--- config.mk ---
export PLATFORM = sky130hd
export DESIGN_NAME = output_writeback_dma_flat
export DESIGN_NICKNAME = d
export VERILOG_FILES = /design/src/rtl/output_writeback_dma_if.sv /design/src/rtl/output_writeback_dma.sv /design/src/flat_wrapper.sv
export SDC_FILE = /design/constraint.sdc
export NUM_CORES = 1
export LEC_CHECK = 0
export BUFFER_PORTS_ARGS = -buffer_cell sky130_fd_sc_hd__buf_2
export CORE_MARGIN = 2
export CORE_UTILIZATION = 49
export DETAILED_ROUTE_END_ITERATION = 16
export PLACE_DENSITY = 0.77
export SLEW_MARGIN = 20
export SYNTH_ARGS = -nofsm -noshare
export SYNTH_HDL_FRONTEND = slang
export SYNTH_SLANG_ARGS = --single-unit
--- constraint.sdc ---
create_clock -name clk -period 6.81 [get_ports clk]
set_input_delay 0 -clock clk [delete_from_list [all_inputs] [get_ports clk]]
set_output_delay 0 -clock clk [all_outputs]
set_load 0.01 [all_outputs]
--- src/rtl/output_writeback_dma_if.sv ---
// AXI4 write-channel bundle (AW, W, B) between the writeback DMA and DDR.
// The master modport is the DMA side; the slave modport is the memory side.
interface output_writeback_dma_if #(
  parameter int BW = 128
) ();
  logic [31:0]     awaddr;
  logic [7:0]      awlen;
  logic [2:0]      awsize;
  logic [1:0]      awburst;
  logic            awvalid;
  logic            awready;
  logic [BW-1:0]   wdata;
  logic [BW/8-1:0] wstrb;
  logic            wlast;
  logic            wvalid;
  logic            wready;
  logic [1:0]      bresp;
  logic            bvalid;
  logic            bready;

  modport master (
    output awaddr, awlen, awsize, awburst, awvalid,
    output wdata, wstrb, wlast, wvalid,
    output bready,
    input  awready, wready, bresp, bvalid
  );

  modport slave (
    input  awaddr, awlen, awsize, awburst, awvalid,
    input  wdata, wstrb, wlast, wvalid,
    input  bready,
    output awready, wready, bresp, bvalid
  );
endinterface

--- src/rtl/output_writeback_dma.sv ---
// Output writeback DMA: streams rows of the output buffer to DDR as AXI4
// INCR write bursts. Each burst is one address phase, then data beats fed
// by a 2-entry prefetch FIFO, then a write response.
// Optional feature: define WRITEBACK_4K_SPLIT_EN to keep bursts from
// crossing a 4 KB boundary.
module output_writeback_dma #(
  parameter int SYSTOLIC_ARRAY_WIDTH = 4,
  parameter int DATA_WIDTH_ACCUM     = 32,
  parameter int ADDR_WIDTH           = 10,
  parameter int MAX_BURST            = 16
) (
  input  logic                        clk,
  input  logic                        rst_n,
  input  logic                        axi_master_start_pulse,
  input  logic [31:0]                 axi_master_dest_addr,
  input  logic [ADDR_WIDTH-1:0]       axi_master_src_addr,
  input  logic [15:0]                 axi_master_length,
  output logic                        axi_master_done_irq,
  output logic                        busy,
  output logic                        wb_error,
  output logic [ADDR_WIDTH-1:0]       axim_rd_addr_in,
  output logic                        axim_rd_en_in,
  input  logic [DATA_WIDTH_ACCUM-1:0] axim_rd_data_out [SYSTOLIC_ARRAY_WIDTH],
  output_writeback_dma_if.master      axi
);

  localparam int BW         = SYSTOLIC_ARRAY_WIDTH * DATA_WIDTH_ACCUM;
  localparam int BYTES      = BW / 8;
  localparam int BYTE_SHIFT = $clog2(BYTES);

  typedef enum logic [2:0] {IDLE, ADDR, DATA, RESP, DONE} state_t;

  state_t                state, state_next;
  logic [31:0]           dest;
  logic [ADDR_WIDTH-1:0] src;
  logic [15:0]           remaining;
  logic [8:0]            burst_beats;
  logic [8:0]            issued;
  logic [8:0]            sent;
  logic [8:0]            beats_calc;
  logic [BW-1:0]         fifo_mem [2];
  logic                  wr_idx;
  logic                  rd_idx;
  logic [1:0]            fifo_count;
  logic                  inflight;
  logic                  pop;
  logic [2:0]            occupancy;
  logic [BW-1:0]         rd_beat;
`ifdef WRITEBACK_4K_SPLIT_EN
  logic [12:0]           beats_4k;
`endif

  // Beats in the next burst: capped by rows left, MAX_BURST and optionally the 4 KB page
  always_comb begin
    beats_calc = (remaining > 16'(MAX_BURST)) ? 9'(MAX_BURST) : 9'(remaining);
`ifdef WRITEBACK_4K_SPLIT_EN
    beats_4k = (13'd4096 - {1'b0, dest[11:0]}) >> BYTE_SHIFT;
    if ({4'b0, beats_calc} > beats_4k) beats_calc = 9'(beats_4k);
`endif
  end

  // Flatten the buffer lanes into one beat, lane 0 in the low bits
  always_comb begin
    rd_beat = '0;
    for (int i = 0; i < SYSTOLIC_ARRAY_WIDTH; i++)
      rd_beat[i*DATA_WIDTH_ACCUM +: DATA_WIDTH_ACCUM] = axim_rd_data_out[i];
  end

  // Channel outputs, prefetch issue decision and next-state logic
  always_comb begin
    state_next          = state;
    axi.awvalid         = 1'b0;
    axi.bready          = 1'b0;
    axi_master_done_irq = 1'b0;
    busy                = (state == ADDR) || (state == DATA) || (state == RESP);
    axi.awaddr          = dest;
    axi.awlen           = (state == ADDR) ? 8'(beats_calc - 9'd1) : 8'd0;
    axi.awsize          = 3'(BYTE_SHIFT);
    axi.awburst         = 2'b01;
    axi.wstrb           = '1;
    axi.wvalid          = (state == DATA) && (fifo_count != 2'd0);
    axi.wdata           = axi.wvalid ? fifo_mem[rd_idx] : '0;
    axi.wlast           = axi.wvalid && (sent == burst_beats - 9'd1);
    pop                 = axi.wvalid && axi.wready;
    occupancy           = {1'b0, fifo_count} + {2'b0, inflight} - {2'b0, pop};
    axim_rd_en_in       = (state == DATA) && (issued != burst_beats) && (occupancy < 3'd2);
    axim_rd_addr_in     = src + ADDR_WIDTH'(issued);

    case (state)
      IDLE: if (axi_master_start_pulse)
              state_next = (axi_master_length == 16'd0) ? DONE : ADDR;
      ADDR: begin
        axi.awvalid = 1'b1;
        if (axi.awready) state_next = DATA;
      end
      DATA: if (pop && axi.wlast) state_next = RESP;
      RESP: begin
        axi.bready = 1'b1;
        if (axi.bvalid) begin
          if (axi.bresp != 2'b00)
            state_next = DONE;
          else if ((remaining - 16'(burst_beats)) != 16'd0)
            state_next = ADDR;
          else
            state_next = DONE;
        end
      end
      DONE: begin
        axi_master_done_irq = 1'b1;
        state_next          = IDLE;
      end
      default: state_next = IDLE;
    endcase
  end

  // Job state: latch the request, track the current burst, advance after each OKAY response
  always_ff @(posedge clk) begin
    if (!rst_n) begin
      state       <= IDLE;
      dest        <= '0;
      src         <= '0;
      remaining   <= '0;
      burst_beats <= '0;
      issued      <= '0;
      sent        <= '0;
      wb_error    <= 1'b0;
    end else begin
      state <= state_next;
      case (state)
        IDLE: if (axi_master_start_pulse) begin
          dest      <= axi_master_dest_addr & ~32'(BYTES - 1);
          src       <= axi_master_src_addr;
          remaining <= axi_master_length;
          wb_error  <= 1'b0;
        end
        ADDR: if (axi.awready) begin
          burst_beats <= beats_calc;
          issued      <= '0;
          sent        <= '0;
        end
        DATA: begin
          if (axim_rd_en_in) issued <= issued + 9'd1;
          if (pop) sent <= sent + 9'd1;
        end
        RESP: if (axi.bvalid) begin
          if (axi.bresp != 2'b00) begin
            wb_error <= 1'b1;
          end else begin
            dest      <= dest + (32'(burst_beats) << BYTE_SHIFT);
            src       <= src + ADDR_WIDTH'(burst_beats);
            remaining <= remaining - 16'(burst_beats);
          end
        end
        default: ;
      endcase
    end
  end

  // Prefetch FIFO bookkeeping; a read's data lands the cycle after it issues
  always_ff @(posedge clk) begin
    if (!rst_n) begin
      inflight   <= 1'b0;
      wr_idx     <= 1'b0;
      rd_idx     <= 1'b0;
      fifo_count <= 2'd0;
    end else begin
      inflight   <= axim_rd_en_in;
      if (inflight) wr_idx <= ~wr_idx;
      if (pop) rd_idx <= ~rd_idx;
      fifo_count <= fifo_count + {1'b0, inflight} - {1'b0, pop};
    end
  end

  // FIFO storage needs no reset since wdata is gated by wvalid
  always_ff @(posedge clk) begin
    if (inflight) fifo_mem[wr_idx] <= rd_beat;
  end

endmodule

--- src/flat_wrapper.sv ---
// flat-port wrapper written by rule: the top's interface ports become plain ports
module output_writeback_dma_flat 
#(
  parameter int SYSTOLIC_ARRAY_WIDTH = 4,
  parameter int DATA_WIDTH_ACCUM     = 32,
  parameter int ADDR_WIDTH           = 10,
  parameter int MAX_BURST            = 16
)
  (clk, rst_n, axi_master_start_pulse, axi_master_dest_addr, axi_master_src_addr, axi_master_length, axi_master_done_irq, busy, wb_error, axim_rd_addr_in, axim_rd_en_in, axim_rd_data_out, axi_awaddr, axi_awlen, axi_awsize, axi_awburst, axi_awvalid, axi_wdata, axi_wstrb, axi_wlast, axi_wvalid, axi_bready, axi_awready, axi_wready, axi_bresp, axi_bvalid);
  output_writeback_dma_if #(.BW(((4) * (32)))) axi_i ();
  input  logic clk;
  input  logic rst_n;
  input  logic axi_master_start_pulse;
  input  logic [31:0] axi_master_dest_addr;
  input  logic [ADDR_WIDTH-1:0] axi_master_src_addr;
  input  logic [15:0] axi_master_length;
  output logic axi_master_done_irq;
  output logic busy;
  output logic wb_error;
  output logic [ADDR_WIDTH-1:0] axim_rd_addr_in;
  output logic axim_rd_en_in;
  input  logic [DATA_WIDTH_ACCUM-1:0] axim_rd_data_out[SYSTOLIC_ARRAY_WIDTH];
  output wire logic [$bits(axi_i.awaddr)-1:0] axi_awaddr;
  output wire logic [$bits(axi_i.awlen)-1:0] axi_awlen;
  output wire logic [$bits(axi_i.awsize)-1:0] axi_awsize;
  output wire logic [$bits(axi_i.awburst)-1:0] axi_awburst;
  output wire logic [$bits(axi_i.awvalid)-1:0] axi_awvalid;
  output wire logic [$bits(axi_i.wdata)-1:0] axi_wdata;
  output wire logic [$bits(axi_i.wstrb)-1:0] axi_wstrb;
  output wire logic [$bits(axi_i.wlast)-1:0] axi_wlast;
  output wire logic [$bits(axi_i.wvalid)-1:0] axi_wvalid;
  output wire logic [$bits(axi_i.bready)-1:0] axi_bready;
  input wire logic [$bits(axi_i.awready)-1:0] axi_awready;
  input wire logic [$bits(axi_i.wready)-1:0] axi_wready;
  input wire logic [$bits(axi_i.bresp)-1:0] axi_bresp;
  input wire logic [$bits(axi_i.bvalid)-1:0] axi_bvalid;
  assign axi_awaddr = axi_i.awaddr;
  assign axi_awlen = axi_i.awlen;
  assign axi_awsize = axi_i.awsize;
  assign axi_awburst = axi_i.awburst;
  assign axi_awvalid = axi_i.awvalid;
  assign axi_wdata = axi_i.wdata;
  assign axi_wstrb = axi_i.wstrb;
  assign axi_wlast = axi_i.wlast;
  assign axi_wvalid = axi_i.wvalid;
  assign axi_bready = axi_i.bready;
  assign axi_i.awready = axi_awready;
  assign axi_i.wready = axi_wready;
  assign axi_i.bresp = axi_bresp;
  assign axi_i.bvalid = axi_bvalid;
  output_writeback_dma #(.SYSTOLIC_ARRAY_WIDTH(SYSTOLIC_ARRAY_WIDTH), .DATA_WIDTH_ACCUM(DATA_WIDTH_ACCUM), .ADDR_WIDTH(ADDR_WIDTH), .MAX_BURST(MAX_BURST)) u_core (.clk(clk), .rst_n(rst_n), .axi_master_start_pulse(axi_master_start_pulse), .axi_master_dest_addr(axi_master_dest_addr), .axi_master_src_addr(axi_master_src_addr), .axi_master_length(axi_master_length), .axi_master_done_irq(axi_master_done_irq), .busy(busy), .wb_error(wb_error), .axim_rd_addr_in(axim_rd_addr_in), .axim_rd_en_in(axim_rd_en_in), .axim_rd_data_out(axim_rd_data_out), .axi(axi_i));
endmodule
# [Word level (Yosys, flattened, before mapping)]
# Memory sizes are Yosys's and may differ from the RTL's. A register that Yosys moved wholly into a read port is not among the register bits.
# Index checks and enable logic that the tools add are counted.
[classes] eq_ne=14 n_mux=39 n_bitwise=2 reduce_logical=21 addsub=12 order_cmp=2
[op_table] operator="$mux 128" n=1
[op_table] operator="$mux 32" n=3
[op_table] operator="$pmux 32 s2" n=1
[op_table] operator="$mux 16" n=3
[op_table] operator="$mux 9" n=4
[op_table] operator="$pmux 9 s2" n=2
[op_table] operator="$add 32x13->32" n=1
[op_table] operator="$pmux 16 s2" n=1
[op_table] operator="$mux 10" n=3
[op_table] operator="$mux 3" n=7
[op_table] operator="$add 10x9->10" n=2
[op_table] operator="$pmux 10 s2" n=1
[op_table] operator="$add 9x1->9 const B" n=2
[op_table] operator="$gt 16x5->1 const B" n=1
[op_table] operator="$logic_not 16->1" n=1
[op_table] operator="$reduce_bool 16->1" n=1
[op_table] operator="$sub 16x9->16" n=1
[op_table] operator="$ne 2x2->1 const B" n=7
[op_table] operator="$pmux 3 s4" n=1
[op_table] operator="$reduce_and 4->1" n=3
[op_table] operator="$mux 1" n=10
[op_table] operator="$eq 9x9->1" n=1
[op_table] operator="$ne 9x9->1" n=1
[op_table] operator="$sub 9x1->9 const B" n=1
[op_table] operator="other kinds (19)" n=31
[word_totals] wordCells=103 ff_bits=94 mem_bits_rw=256 n_memories=1 inputBits=194 out_inout_bits=207
[mem_list] name="u_core.fifo_mem" words=2 word_bits=128 rd=1 rd_ports_with_merged_regs=1 write_ports=1 line_no="output_writeback_dma.sv:41" text="logic [BW-1:0] fifo_mem [2];"

# [Logic depth before layout (Yosys ltp)]
[depth] depth_word=8 mapped_depth=19 depth_no_buf=18

# [Least setup slack after synthesis]
# OpenSTA, ideal clock, no wires.
[synth_timing] path_kind="flip-flop to flip-flop" start="reg u_core.inflight" end="mem u_core.fifo_mem[0][0], enable pin" t_required_ns=6.178 setup_time_ns=0.632 path_stages_with_launch=2 path_buffers=0 synth_period_minus_slack_ns=6.632 t_arrival_ns=6.000 path_slack_ns=0.178 path_cell_list="dfxtp_1 -> nor2b_1"
[synth_via] elab_chain_len=2
[synth_rtl] item="start: declaration" line_no="output_writeback_dma.sv:45" text="logic inflight;"
[synth_rtl] item="start signal: assignment" line_no="output_writeback_dma.sv:167" text="inflight <= axim_rd_en_in;"
[synth_rtl] item="$mux 1" line_no="output_writeback_dma.sv:176" text="if (inflight) fifo_mem[wr_idx] <= rd_beat;"
[synth_rtl] item="$mux 1 (not written as such)" line_no="output_writeback_dma.sv:176"
[synth_rtl] item="end: declaration" line_no="output_writeback_dma.sv:41"
# No other way between the ends.

# [Final worst setup path]
[layout_timing] start="reg u_core.state[0]" end="reg u_core.issued[6]"
[layout_via] elab_chain_len=8 elab_cells_between_ends=13 classes_between="add/sub: 1; order compare: 1; eq/ne: 4; mux: 1; reduce/logical: 6"
[layout_rtl] item="start: declaration" line_no="output_writeback_dma.sv:33" text="state_t state, state_next;"
[layout_rtl] item="start signal: assignment" line_no="output_writeback_dma.sv:128" text="state <= state_next;"
[layout_rtl] item="$eq 3x2->1" line_no="output_writeback_dma.sv:81" text="axi.wvalid = (state == DATA) && (fifo_count != 2'd0);"
[layout_rtl] item="$logic_and 1x1->1" line_no="output_writeback_dma.sv:81"
[layout_rtl] item="$logic_and 1x1->1" line_no="output_writeback_dma.sv:84" text="pop = axi.wvalid && axi.wready;"
[layout_rtl] item="named net u_core.pop" line_no="output_writeback_dma.sv:46" text="logic pop;"
[layout_rtl] item="$sub 3x1->3" line_no="output_writeback_dma.sv:85" text="occupancy = {1'b0, fifo_count} + {2'b0, inflight} - {2'b0, pop};"
[layout_rtl] item="$lt 3x2->1" line_no="output_writeback_dma.sv:86" text="axim_rd_en_in = (state == DATA) && (issued != burst_beats) && (occupancy < 3'd2);"
[layout_rtl] item="$logic_and 1x1->1" line_no="output_writeback_dma.sv:86"
[layout_rtl] item="$ne 2x2->1 (no line)"
[layout_rtl] item="$reduce_and 3->1 (no line)"
[layout_rtl] item="end signal: assignment" line_no="output_writeback_dma.sv:142" text="if (axim_rd_en_in) issued <= issued + 9'd1;"
[layout_rtl] item="end: declaration" line_no="output_writeback_dma.sv:38" text="logic [8:0] issued;"
# The timed path passes the listed nets, and every way through them passes these cells.
# A chain may end at the register's enable or synchronous reset.

==> run metrics <==
max_cap viols=0; synthesized instance count=around 1.4k; I/O pins=401; via density per instance=5.51; latest clock arrival within the worst-skew pair=between 500 and 600 ps; CORE AREA=between 0.03 and 0.04 mm^2; Fin. Hold Viols=0; Total GRT Usage=between 20% and 30%; Vias=13.6k; worst setup margin=about 2600 ps; Tcrit/Tclk final=a little over 60%; Max IR drop VDD=0.000290 V; Pre-antenna DRT Iters=7; slew margin rel.=approximately 27%; leakage=between 8 and 9 nW; Starting DRT DRC Count=1048; share of cells above drive strength 1=23.1%; DIE HEIGHT=between 150 and 200 um; worst slew pin tran=1100 ps; pwr/cell area=246 mW/mm^2; Fin Hold WS=between 50 and 60 ps; grt total ovfl=0; DR DRC count=0; Arrival @ worst endpoint=around 4600 ps; register clock-pin slew on the reported worst setup and hold paths=60 ps; Die X=approximately 190 um; Hold Path Class=in -> reg; Fillers=approximately 2.4k; die area=0.0348 mm^2; TNS Setup=0 ps; crit-path leading delay family=simple AND/OR/NAND/NOR gates; PostCTS Resize Cnt=0; predominant post-synthesis flop cell=edfxtp_1; hpwl dp=29.4 mm; CP most frequent cell=inv_1; critical path capture point type=flip-flop; critical-path cell list=nor3b_2 -> o21ai_4 -> buf_4 -> inv_2 -> nand2_1 -> inv_1 -> ha_1 -> inv_1 -> ha_1 -> inv_1 -> fa_1 -> xnor2_1 -> nand3_1 -> a31oi_1 -> nand2b_1 -> and3_1 -> nand4_1 -> xor2_1 -> nor2_1; largest cells by area after synthesis=edfxtp_1 (47%), dfxtp_1 (11%), mux2i_1 (8.0%); synth warn=0; Core Rows=66; Final nets=2230; Bufs on Longest Clock Path=3; postcts setup bufs=0; Netlist cell types=75; RSZ-0062 raised after global routing=no; Syn Area/Cell=11.3 um^2; dominant cell type by area after synthesis=edfxtp_1; I/O Buffers=371; worst slack at placement=2640 ps; slowest library cell on the worst path=dfxtp_1; CP max FO=54; status=complete, no violations; Slew Viols, Final=0; Synth Register Bits=347; Register Area=roughly 0.0095 mm^2; Starting Density=49.9%; FF-to-FF setup slack=2600 ps; GP Congestion=just over 0.9; clock sinks=about 350; first-pass GRT wire length=74.4 mm; TritonCTS buffer count=38; final setup fails=0; area share of the largest cell type after synthesis=47.1%; vias in the first global route=13.9k; ANT nets after route=0; CP bufs+invs=5; minimum clock period=4210 ps; mapped cell area=0.0163 mm^2; share of synthesized flip-flops with an asynchronous set or reset=0%; initial antenna violation count=3; clock tree root buffer cell=clkbuf_16; startpoint types=flip-flop; Peak Freq=238 MHz; CTS tree=built; total power=5.35 mW; Routed WL=48.0 mm; per-cell routed wire length=19.5 um; largest net degree at the start of global routing=86; critical path's largest stage delay=600 ps; Multi-input gate area=0.00625 mm^2; part of the Yosys area used for sequential elements=58.2%; Syn-to-layout area delta=33.0%; Worst Skew=22.5 ps; Post-synth EDFFs=256; Critical Setup Path Class=reg -> reg; H-tree levels=2; WP data required=7190 ps; most frequent cells in the layout=buf_2 (371), edfxtp_1 (256), nor2_1 (238); commonest non-fill, non-tap cell in the layout=buf_2; CTS Hold Bufs=201
[where the power goes]
part / internal [mW] / switching [mW] / total (mW) / leakage [nW]
Clock: 1.24 / 0.864 / 2.10 / 0.614
Sequential: 2.34 / 0.0897 / 2.43 / 3.05
Combinational: 0.365 / 0.453 / 0.819 / 5.01
Total: 3.95 / 1.41 / 5.35 / 8.68
[state kept, by name, summed over array words and instances (netlist names), 3 cells and up, named ones only]
| signal | count |
|---|---|
| u_core.sent | 9 |
| u_core.burst_beats | 9 |
| u_core.fifo_mem | 256 |
| u_core.issued | 9 |
| u_core.state | 3 |
| u_core.axi.awaddr | 28 |
| u_core.remaining | 16 |
| u_core.src | 10 |
[synth_stat cells (7+ instances only)]
cell      number
nand3_1       27
edfxtp_1     256
nor2b_1       12
nand2b_1       8
mux2i_1      131
o31ai_1        8
xnor2_1       27
o21ai_0       64
clkbuf_1      52
nand4_1        9
buf_4         28
inv_1         40
ha_1          42
nor2_1       238
a311oi_1       9
a211oi_1      25
nand2_1       87
a31oi_1       14
buf_1          8
a21o_1        11
a21oi_1       66
and2_1         7
dfxtp_1       91
xor2_1        35
nor4_1         9
nor3_1        32
[through the flow]
| stage | utilization (%) | cell area (um^2) | std cells |
|---|---|---|---|
| 2_1_floorplan | - | 16400 | 1463 |
| 3_3_place_gp | 56.3 | 18400 | 2190 |
| 3_5_place_dp | 56.3 | 18400 | 2190 |
| 4_1_cts | 66.4 | 21700 | 2461 |
| 5_1_grt | 66.4 | 21700 | 2463 |
| 6_report | 66.4 | 21700 | 2463 |
[worst reg2reg max path, delay by kind of cell (launching register included)]
family | cells | cell delay, ps
simple gates | 7 | 1150
flops | 1 | 600
fa+ha+maj | 3 | 810
buf+inv | 5 | 830
xor+xnor | 2 | 300
compound gates | 2 | 380
[layer usage]
metal	track usage (%)	vias up	share of wire (%)
li1	-	6265	-
met2	47.9	705	50
met4	12.4	2	4.6
met3	5.49	148	7.5
met1	31.6	6458	38
met5	0	-	0.027
[final timing paths]
check / from / to / depth (start not counted)
min: axi_bvalid / u_core.wb_error$_SDFFE_PN0P_ / 5
min reg2reg: u_core.remaining[15]$_SDFFE_PN0P_ / u_core.remaining[15]$_SDFFE_PN0P_ / 2
max: u_core.state[0]$_SDFFE_PN0P_ / u_core.issued[6]$_SDFFE_PN0P_ / 19
max reg2reg: u_core.state[0]$_SDFFE_PN0P_ / u_core.issued[6]$_SDFFE_PN0P_ / 19
[area by class of cell]
cell class | instances | area share [%]
Tap cell | 442 | 2.55
Inverter | 42 | 0.726
Clock inverter | 23 | 1.09
Sequential cell | 347 | 43.8
Timing Repair Buffer | 584 | 18.2
Multi-Input combinational cell | 976 | 28.8
Antenna cell | 2 | 0.0230
Clock buffer | 47 | 4.77
[cells by family (layout without fill, tap and decap cells)]
| group | Yosys count | after routing | share of synthesized area, % |
|---|---|---|---|
| compound gates | 247 | 247 | 9.56 |
| xor+xnor | 62 | 62 | 3.33 |
| fa+ha+maj | 47 | 47 | 3.83 |
| buf+inv | 140 | 696 | 4.12 |
| flops | 347 | 347 | 58.2 |
| mux | 131 | 131 | 8.03 |
| other cells | 2 | 27 | 0.0460 |
| simple gates | 464 | 464 | 12.8 |
No activity file was read; power rests on OpenSTA's default activity.
